===== config.mk =====
export PLATFORM = sky130hd
export DESIGN_NAME = jump_lut
export DESIGN_NICKNAME = d
export VERILOG_FILES = /design/src/rtl/jump_lut.sv
export SDC_FILE = /design/constraint.sdc
export NUM_CORES = 1
export LEC_CHECK = 0
export ABC_AREA = 1
export CAP_MARGIN = 20
export CORE_UTILIZATION = 45
export DETAILED_ROUTE_END_ITERATION = 8
export HOLD_SLACK_MARGIN = 0.03
export PLACE_DENSITY = 0.59
export SYNTH_ARGS = -nofsm -noshare
export SYNTH_HDL_FRONTEND = slang
export SYNTH_SLANG_ARGS = --single-unit

===== constraint.sdc =====
create_clock -name clk -period 4.7 [get_ports clk]
set_clock_uncertainty 0.05 [all_clocks]
set_input_delay 0.705 -clock clk [delete_from_list [all_inputs] [get_ports clk]]
set_output_delay 0.705 -clock clk [all_outputs]
set_load 0.005 [all_outputs]

===== src/rtl/jump_lut.sv =====
// jump_lut: key-indexed jump-target table with single-cycle lookups and a
// background clear sweep.
//
// Ports
//   clk        rising-edge clock
//   reset      synchronous active-high reset
//   rd_req     lookup request, accepted when rd_ready=1
//   rd_key     lookup key
//   rd_ready   high in IDLE, low while sweeping
//   rd_valid   one-cycle pulse; rd_addr/rd_hit valid (both hold otherwise)
//   rd_addr    stored target address (0 on miss)
//   rd_hit     entry was programmed
//   wr_en      program entry wr_key with wr_data (IDLE only)
//   wr_key     entry to program
//   wr_data    target address to store
//   clr_start  start a full-table clear sweep (IDLE only)
//   busy       clear sweep in progress
//
// Build option: define JUMP_LUT_BYPASS_EN to forward a same-cycle,
// same-key write to the lookup result; otherwise the lookup sees the old
// entry contents.
module jump_lut #(
  parameter int unsigned DEPTH  = 32,
  parameter int unsigned KEY_W  = 5,
  parameter int unsigned ADDR_W = 8
) (
  input  logic              clk,
  input  logic              reset,
  input  logic              rd_req,
  input  logic [KEY_W-1:0]  rd_key,
  output logic              rd_ready,
  output logic              rd_valid,
  output logic [ADDR_W-1:0] rd_addr,
  output logic              rd_hit,
  input  logic              wr_en,
  input  logic [KEY_W-1:0]  wr_key,
  input  logic [ADDR_W-1:0] wr_data,
  input  logic              clr_start,
  output logic              busy
);

  localparam logic [KEY_W-1:0] LAST_IDX = KEY_W'(DEPTH - 1);

  typedef enum logic {
    IDLE  = 1'b0,
    CLEAR = 1'b1
  } state_e;

  state_e              state_q;
  logic [KEY_W-1:0]    idx_q;
  logic [ADDR_W-1:0]   data_q [DEPTH];
  logic                valid_q [DEPTH];
  logic                rd_valid_q;
  logic [ADDR_W-1:0]   rd_addr_q;
  logic                rd_hit_q;

  logic                rd_accept;
  logic                rd_in_range;
  logic                wr_ok;
  logic [ADDR_W-1:0]   lkp_addr;
  logic                lkp_hit;

  // Handshake and write qualification; everything is ignored while sweeping.
  assign rd_accept   = rd_req && (state_q == IDLE);
  assign rd_in_range = 32'(rd_key) < DEPTH;
  assign wr_ok       = wr_en && (state_q == IDLE) && (32'(wr_key) < DEPTH);

  // Lookup result as seen at the accepting edge (pre-write unless bypassed).
  always_comb begin
    lkp_addr = '0;
    lkp_hit  = 1'b0;
    if (rd_in_range && valid_q[rd_key]) begin
      lkp_addr = data_q[rd_key];
      lkp_hit  = 1'b1;
    end
`ifdef JUMP_LUT_BYPASS_EN
    if (wr_ok && (wr_key == rd_key)) begin
      lkp_addr = wr_data;
      lkp_hit  = 1'b1;
    end
`endif
  end

  // State machine, table storage and registered lookup response.
  always_ff @(posedge clk) begin
    if (reset) begin
      state_q    <= IDLE;
      idx_q      <= '0;
      rd_valid_q <= 1'b0;
      rd_addr_q  <= '0;
      rd_hit_q   <= 1'b0;
      for (int i = 0; i < int'(DEPTH); i++) begin
        data_q[i]  <= '0;
        valid_q[i] <= 1'b0;
      end
    end else begin
      rd_valid_q <= rd_accept;
      if (rd_accept) begin
        rd_addr_q <= lkp_addr;
        rd_hit_q  <= lkp_hit;
      end

      case (state_q)
        IDLE: begin
          // A write alongside clr_start still lands; the sweep starts next cycle.
          if (wr_ok) begin
            data_q[wr_key]  <= wr_data;
            valid_q[wr_key] <= 1'b1;
          end
          if (clr_start) begin
            state_q <= CLEAR;
            idx_q   <= '0;
          end
        end
        CLEAR: begin
          data_q[idx_q]  <= '0;
          valid_q[idx_q] <= 1'b0;
          if (idx_q == LAST_IDX) begin
            state_q <= IDLE;
            idx_q   <= '0;
          end else begin
            idx_q <= idx_q + KEY_W'(1);
          end
        end
        default: begin
          state_q <= IDLE;
          idx_q   <= '0;
        end
      endcase
    end
  end

  assign busy     = (state_q == CLEAR);
  assign rd_ready = (state_q == IDLE);
  assign rd_valid = rd_valid_q;
  assign rd_addr  = rd_addr_q;
  assign rd_hit   = rd_hit_q;

endmodule


==> results.ini, run 1 <==
[floorplan]
core_area_sq_um = 31600
rows = 65
fp.dieH_um = 181
dieArea_sq_um = 32800
die_x_um = 181
ioPinCount = 35
start_util = 0.458

[worst_setup_path]
cp-start-kind = primary input
critical-path-top-delay-family = buffers and inverters
cpMaxStageDelayCell = o21ai_0
critical_path_arrival_ns = 3.67
r2r_slack_ns = 1.56
critPathCaptureType = register
cpPeakStageDelay_ns = 0.59
crit_top_cell = buf_4
path_max_fanout = 29
critPathBufInv = 5
crit_chain = clkdlybuf4s50_1, buf_4, nor2_4, inv_2, buf_4, o21ai_1, nand3_1, o21ai_0, buf_4
cp.required_ns = 4.87
crit_type = primary input to register

[global_routing]
grt_max_degree = 161
gr-usage-all-layers = 0.240
overflow = 0
grt_pass1_wl_um = 60000
grt_pass1_vias = 10579
antenna_found_initial = 0

[detailed_routing]
drt_iter0_markers = 797
vias_per_cell = 5.20
dr_total_vias = 10804
dr.pass1.iters = 6
ant_nets = 0
routed_wl_um = 38700
drc_errors = 0
wire_per_inst_um = 18.7

[yosys]
synth.distinct_cells = 29
syn_area_sq_um = 14500
syn_inst = 1631
ys.flop_type = edfxtp_1
yosys_warnings = 0
yosys.area.top_type = edfxtp_1
ys_seq_area_frac = 0.621
syn_avg_cell_area_sq_um = 8.86
ys_ff_latch = 304
async_flop_share = 0
netlist.area_leader.share = 0.598
synth_area_leaders = edfxtp_1, nand2_1, nor2_1
synth_fp_nets = 1656
synth_edf_count = 288

[layout]
final_area_sq_um = 16300
drive_above_1_share = 0.0747
final_nets = 1677
n_antenna_cell = 0
syn_to_final_growth_pct = 12.9
nFillCells = 2944

[timing]
setup_violations = 0
period_needed_ns = 3.50
worst_pin_slew_ns = 1.03
tns_ns = 0
max_slew_margin = 0.309
post-route-period-util = 0.744
drv_slew = 0
rsz0062_at_grt = false
fmax_ghz = 0.286
hold_viol = 0

[pwr]
static-leakage-power_nw = 7.11
powerDensity_nw_per_um2 = 378
vdd_drop_max_v = 0.000296

[place]
place_hpwl_um = 24000
placed_cell_area_sq_um = 15300
place.gp.congestion = 0.907
io_buffers = 34

[cts]
clk_pin_slew_ns = 0.06
clock_sinks = 304
root_buffer = clkbuf_16
ctsHoldBuffers = 0
clk_path_buf_depth = 3
ctsResizeCount = 0
worstSkewPairLatency_ns = 0.51
cts_setup_buffers = 0
htree_num_levels = 2
cts_tree = yes
cts_made_buffers = 34

[flow_run]
maxCapViolations = 0

[worst_hold_path]
hold_path_class = register to register

[status]
outcome = finished, final reports clean

[cells in the mapped netlist, drive strengths merged, types with 2 or more instances]
library cell,number
buf,31
a32o,2
edfxtp,288
o211ai,16
or2,2
ha,2
o21ai,40
clkbuf,63
nor2,311
a21oi,10
nand2,478
dfxtp,16
inv,176
clkinv,5
nand3,187
[per-stage QoR]
stage          cells  power (mW)  hold WS [ns]  utilization  setup WS (ns)
2_1_floorplan   1631        3.49         0.394            -           2.03
5_1_grt         2076        6.37         0.443        0.517           1.01
3_5_place_dp    2018        3.71         0.410        0.484          0.726
6_report        2076        6.17         0.418        0.517           1.20
3_3_place_gp    2018        3.70         0.407        0.484          0.819
4_1_cts         2076        6.21         0.419        0.517           1.25
[area by class of cell]
cell class	count	area, sq um	share of cell area
clock buffer	47	963	0.0590
clock inverter	11	71.3	0.00437
inverter	181	681	0.0417
multi-input combinational	1052	4430	0.271
sequential	304	8970	0.550
tap	402	503	0.0308
timing repair buffer	79	708	0.0434
[final timing paths]
path	cells past startpoint	start	endpoint
max	9	reset	data_q[5][4]
min	2	rd_addr[3]	rd_addr[3]
max reg2reg	8	busy	data_q[5][4]
min reg2reg	2	rd_addr[3]	rd_addr[3]
[cells by family (layout without fill, tap and decap cells)]
logic type / count (synthesis) / after routing / share of synthesized area
flops: 304 / 304 / 0.621
compound gates: 70 / 70 / 0.0287
simple gates: 979 / 979 / 0.275
fa+ha+maj: 2 / 2 / 0.00173
buf+inv: 275 / 318 / 0.0732
xor+xnor: 1 / 1 / 0.000606
[power breakdown]
part	switching (mW)	internal, mW	total, mW
clock	1.03	1.48	2.51
combinational	0.405	0.153	0.559
sequential	0.0294	3.07	3.10
total	1.47	4.70	6.17
[state kept, by name (all words and copies together), names as in the netlist]
name and cells:
rd_addr 8, valid_q 32, busy 1, data_q 256, rd_valid 1, rd_hit 1
idx_q 5
[tightest hold or removal path, cell delays in order (launching register included)]
cell,delay [ns]
dfxtp_1,0.31
nand2_1,0.06
a21oi_1,0.05
[routing by layer]
| layer | wire (um) | part of all wire | global-route usage |
|---|---|---|---|
| met5 | 0 | 0 | 0 |
| met4 | 1200 | 0.031 | 0.0854 |
| met3 | 2030 | 0.052 | 0.0302 |
| met2 | 19000 | 0.49 | 0.408 |
| met1 | 16500 | 0.43 | 0.316 |
[layout by cell type, fill, tap and decap left out]
master           synthesis  layout
a211oi_1                 1       1
a21oi_1                 10      10
a221oi_1                 1       1
a32o_1                   2       2
buf_12                   0       3
buf_2                   12       1
buf_4                    1      43
bufinv_16                0       1
clkbuf_1                63      10
clkbuf_16                0      37
clkdlybuf4s50_1          0      32
clkinv_1                 5      13
clkinv_2                 0       4
dfxtp_1                 16      16
edfxtp_1               288     288
ha_1                     2       2
inv_1                  160     156
inv_2                   16      18
nand2_1                473     473
nand2_2                  5       5
nand3_1                184     184
nand3_2                  3       3
nor2_1                 303     303
nor2_2                   5       5
nor2_4                   3       3
nor3_1                   1       1
o211ai_1                16      16
o21ai_0                 35      35
o21ai_1                  3       3
o21ai_2                  2       2
or2_1                    2       2
xor2_1                   1       1
(Power assumes the default switching activity.)
==> run 2, diff against run 1 <==
==> constraint.sdc (replaced) <==
create_clock -name clk -period 3.5 [get_ports clk]
set_clock_uncertainty 0.05 [all_clocks]
set_input_delay 0.525 -clock clk [delete_from_list [all_inputs] [get_ports clk]]
set_output_delay 0.525 -clock clk [all_outputs]
set_load 0.005 [all_outputs]
==> run 2 against run 1 <==
- combinational power increased by 40%
- critical endpoint is now data_q[22][4]
- first-iteration DRC count increased by 29%
- flip-flop and latch count unchanged
- die area unchanged
- highest routed layer unchanged
- largest power group unchanged
- global-route usage increased by 0.70 points
- non-clock buffer count increased by 24
- setup slack got worse by 0.48 ns
- register-to-register slack got worse by 0.79 ns
==> results.ini, run 2 (synthesized netlist as in run 1, its figures left out) <==
[layout]
n_antenna_cell = 0
final_util = 0.522
fin_cells = 2101
top_register = data_q
mostFrequentLayoutCells = nand2_1, nor2_1, edfxtp_1
final_common_cell = nand2_1
nFillCells = 2972
final_area_sq_um = 16500
largest_reg_flops = 256
syn_to_final_growth_pct = 14.1
final_nets = 1701
drive_above_1_share = 0.0889

[pwr]
swShare = 0.241
p_comb_frac = 0.095
switchingPower_mw = 1.99
power.share.clock = 0.402
internal_power_mw = 6.27
vdd_drop_max_v = 0.000349
powerDensity_nw_per_um2 = 501
total_power_mw = 8.26
pwr-share-seq = 0.504
static-leakage-power_nw = 7.23

[timing]
drv_slew = 0
max_slew_margin = 0.432
worst_pin_slew_ns = 0.852
period_needed_ns = 2.78
post-route-period-util = 0.794
tns_ns = 0
rsz0062_at_grt = false
setup_violations = 0
fmax_ghz = 0.360
setup_slack_ns = 0.721
hold_viol = 0
hold_slack_ns = 0.419

[floorplan]
fp.dieH_um = 181
core_area_sq_um = 31600
ioPinCount = 35
start_util = 0.458
dieArea_sq_um = 32800
rows = 65
die_x_um = 181

[cts]
ctsHoldBuffers = 0
cts_setup_buffers = 0
root_buffer = clkbuf_16
cts_tree = yes
htree_num_levels = 2
clk_pin_slew_ns = 0.06
clock_sinks = 304
cts_made_buffers = 34
clk_path_buf_depth = 3
worstSkewPairLatency_ns = 0.52
ctsResizeCount = 0

[detailed_routing]
drc_errors = 0
routed_wl_um = 39800
drt_iter0_markers = 1028
dr.pass1.iters = 6
wire_per_inst_um = 18.9
vias_per_cell = 5.28
ant_nets = 0
dr_total_vias = 11098

[worst_setup_path]
critical_path_arrival_ns = 2.95
crit_type = primary input to register
cp-start-kind = primary input
critPathCaptureType = register
startpoint = reset
path_max_fanout = 5
critPathBufInv = 5
cpPeakStageDelay_ns = 0.64
crit_chain = clkdlybuf4s50_1, nor2_4, buf_4, or2_1, o21ai_2, nor2_1, inv_1, nor2_1, inv_2, o21ai_0, buf_2
crit_top_cell = nor2_1
reg2reg_from = busy
cpMaxStageDelayCell = o21ai_0
cp.required_ns = 3.67
critical-path-top-delay-family = buffers and inverters

[global_routing]
grt_pass1_wl_um = 61300
grt_max_degree = 71
antenna_found_initial = 0
gr-usage-all-layers = 0.247
overflow = 0
grt_pass1_vias = 10710

[place]
place.gp.congestion = 0.886
io_buffers = 34
dp.cells = 2041
place_hpwl_um = 24700
placed_cell_area_sq_um = 15500
dpl_worst_slack_ns = 0.0398

[worst_hold_path]
min_from = rd_addr[1]
hold_path_class = register to register

[status]
outcome = finished, final reports clean

[flow_run]
maxCapViolations = 0

run 2: cell types whose count changed in the layout (fill, tap and decap cells not counted), moves of 2 or more:
| cell | previous run | this run |
|---|---|---|
| clkinv_1 | 13 | 7 |
| clkinv_2 | 4 | 8 |
| clkbuf_1 | 10 | 13 |
| buf_4 | 43 | 62 |
| buf_2 | 1 | 5 |
| inv_1 | 156 | 158 |
run 2: power by group through the flow:
| stage | Clock (mW) | Combinational (mW) | Sequential, mW |
|---|---|---|---|
| after floorplan | 0 | 0.460 | 4.23 |
| after global placement | 0 | 0.771 | 4.24 |
| after detailed placement | 0 | 0.779 | 4.24 |
| after CTS | 3.37 | 0.783 | 4.16 |
| after global routing | 3.51 | 0.856 | 4.18 |
| final | 3.32 | 0.781 | 4.16 |
run 2: metal layers:
layer | vias to the layer above | share of wire | track usage
li1 | 5327 | - | -
met1 | 5328 | 0.41 | 0.327
met2 | 367 | 0.49 | 0.421
met3 | 76 | 0.065 | 0.0306
met4 | 0 | 0.030 | 0.0827
met5 | - | 0 | 0
run 2: area by class of cell:
| type | count | area [sq um] | area share |
|---|---|---|---|
| Sequential cell | 304 | 8970 | 0.544 |
| Tap cell | 402 | 503 | 0.0305 |
| Clock buffer | 50 | 975 | 0.0591 |
| Multi-Input combinational cell | 1052 | 4430 | 0.268 |
| Clock inverter | 9 | 42.5 | 0.00258 |
| Timing Repair Buffer | 103 | 891 | 0.0540 |
| Inverter | 181 | 681 | 0.0413 |
run 2: final timing paths:
kind              slack (ns)            end  depth (start not counted)
setup / recovery        0.72  data_q[22][4]                         11
hold / removal          0.42     rd_addr[1]                          2
setup reg to reg        0.77  data_q[22][4]                         11
hold reg to reg         0.42     rd_addr[1]                          2
run 2: worst reg2reg max path, stage by stage, from the launching register on:
cell and delay (ns):
dfxtp_1 0.39, inv_2 0.09, nor2_4 0.13, buf_4 0.16, or2_1 0.11, o21ai_2 0.07, nor2_1 0.09, inv_1 0.06
nor2_1 0.23, inv_2 0.11, o21ai_0 0.64, buf_2 0.31
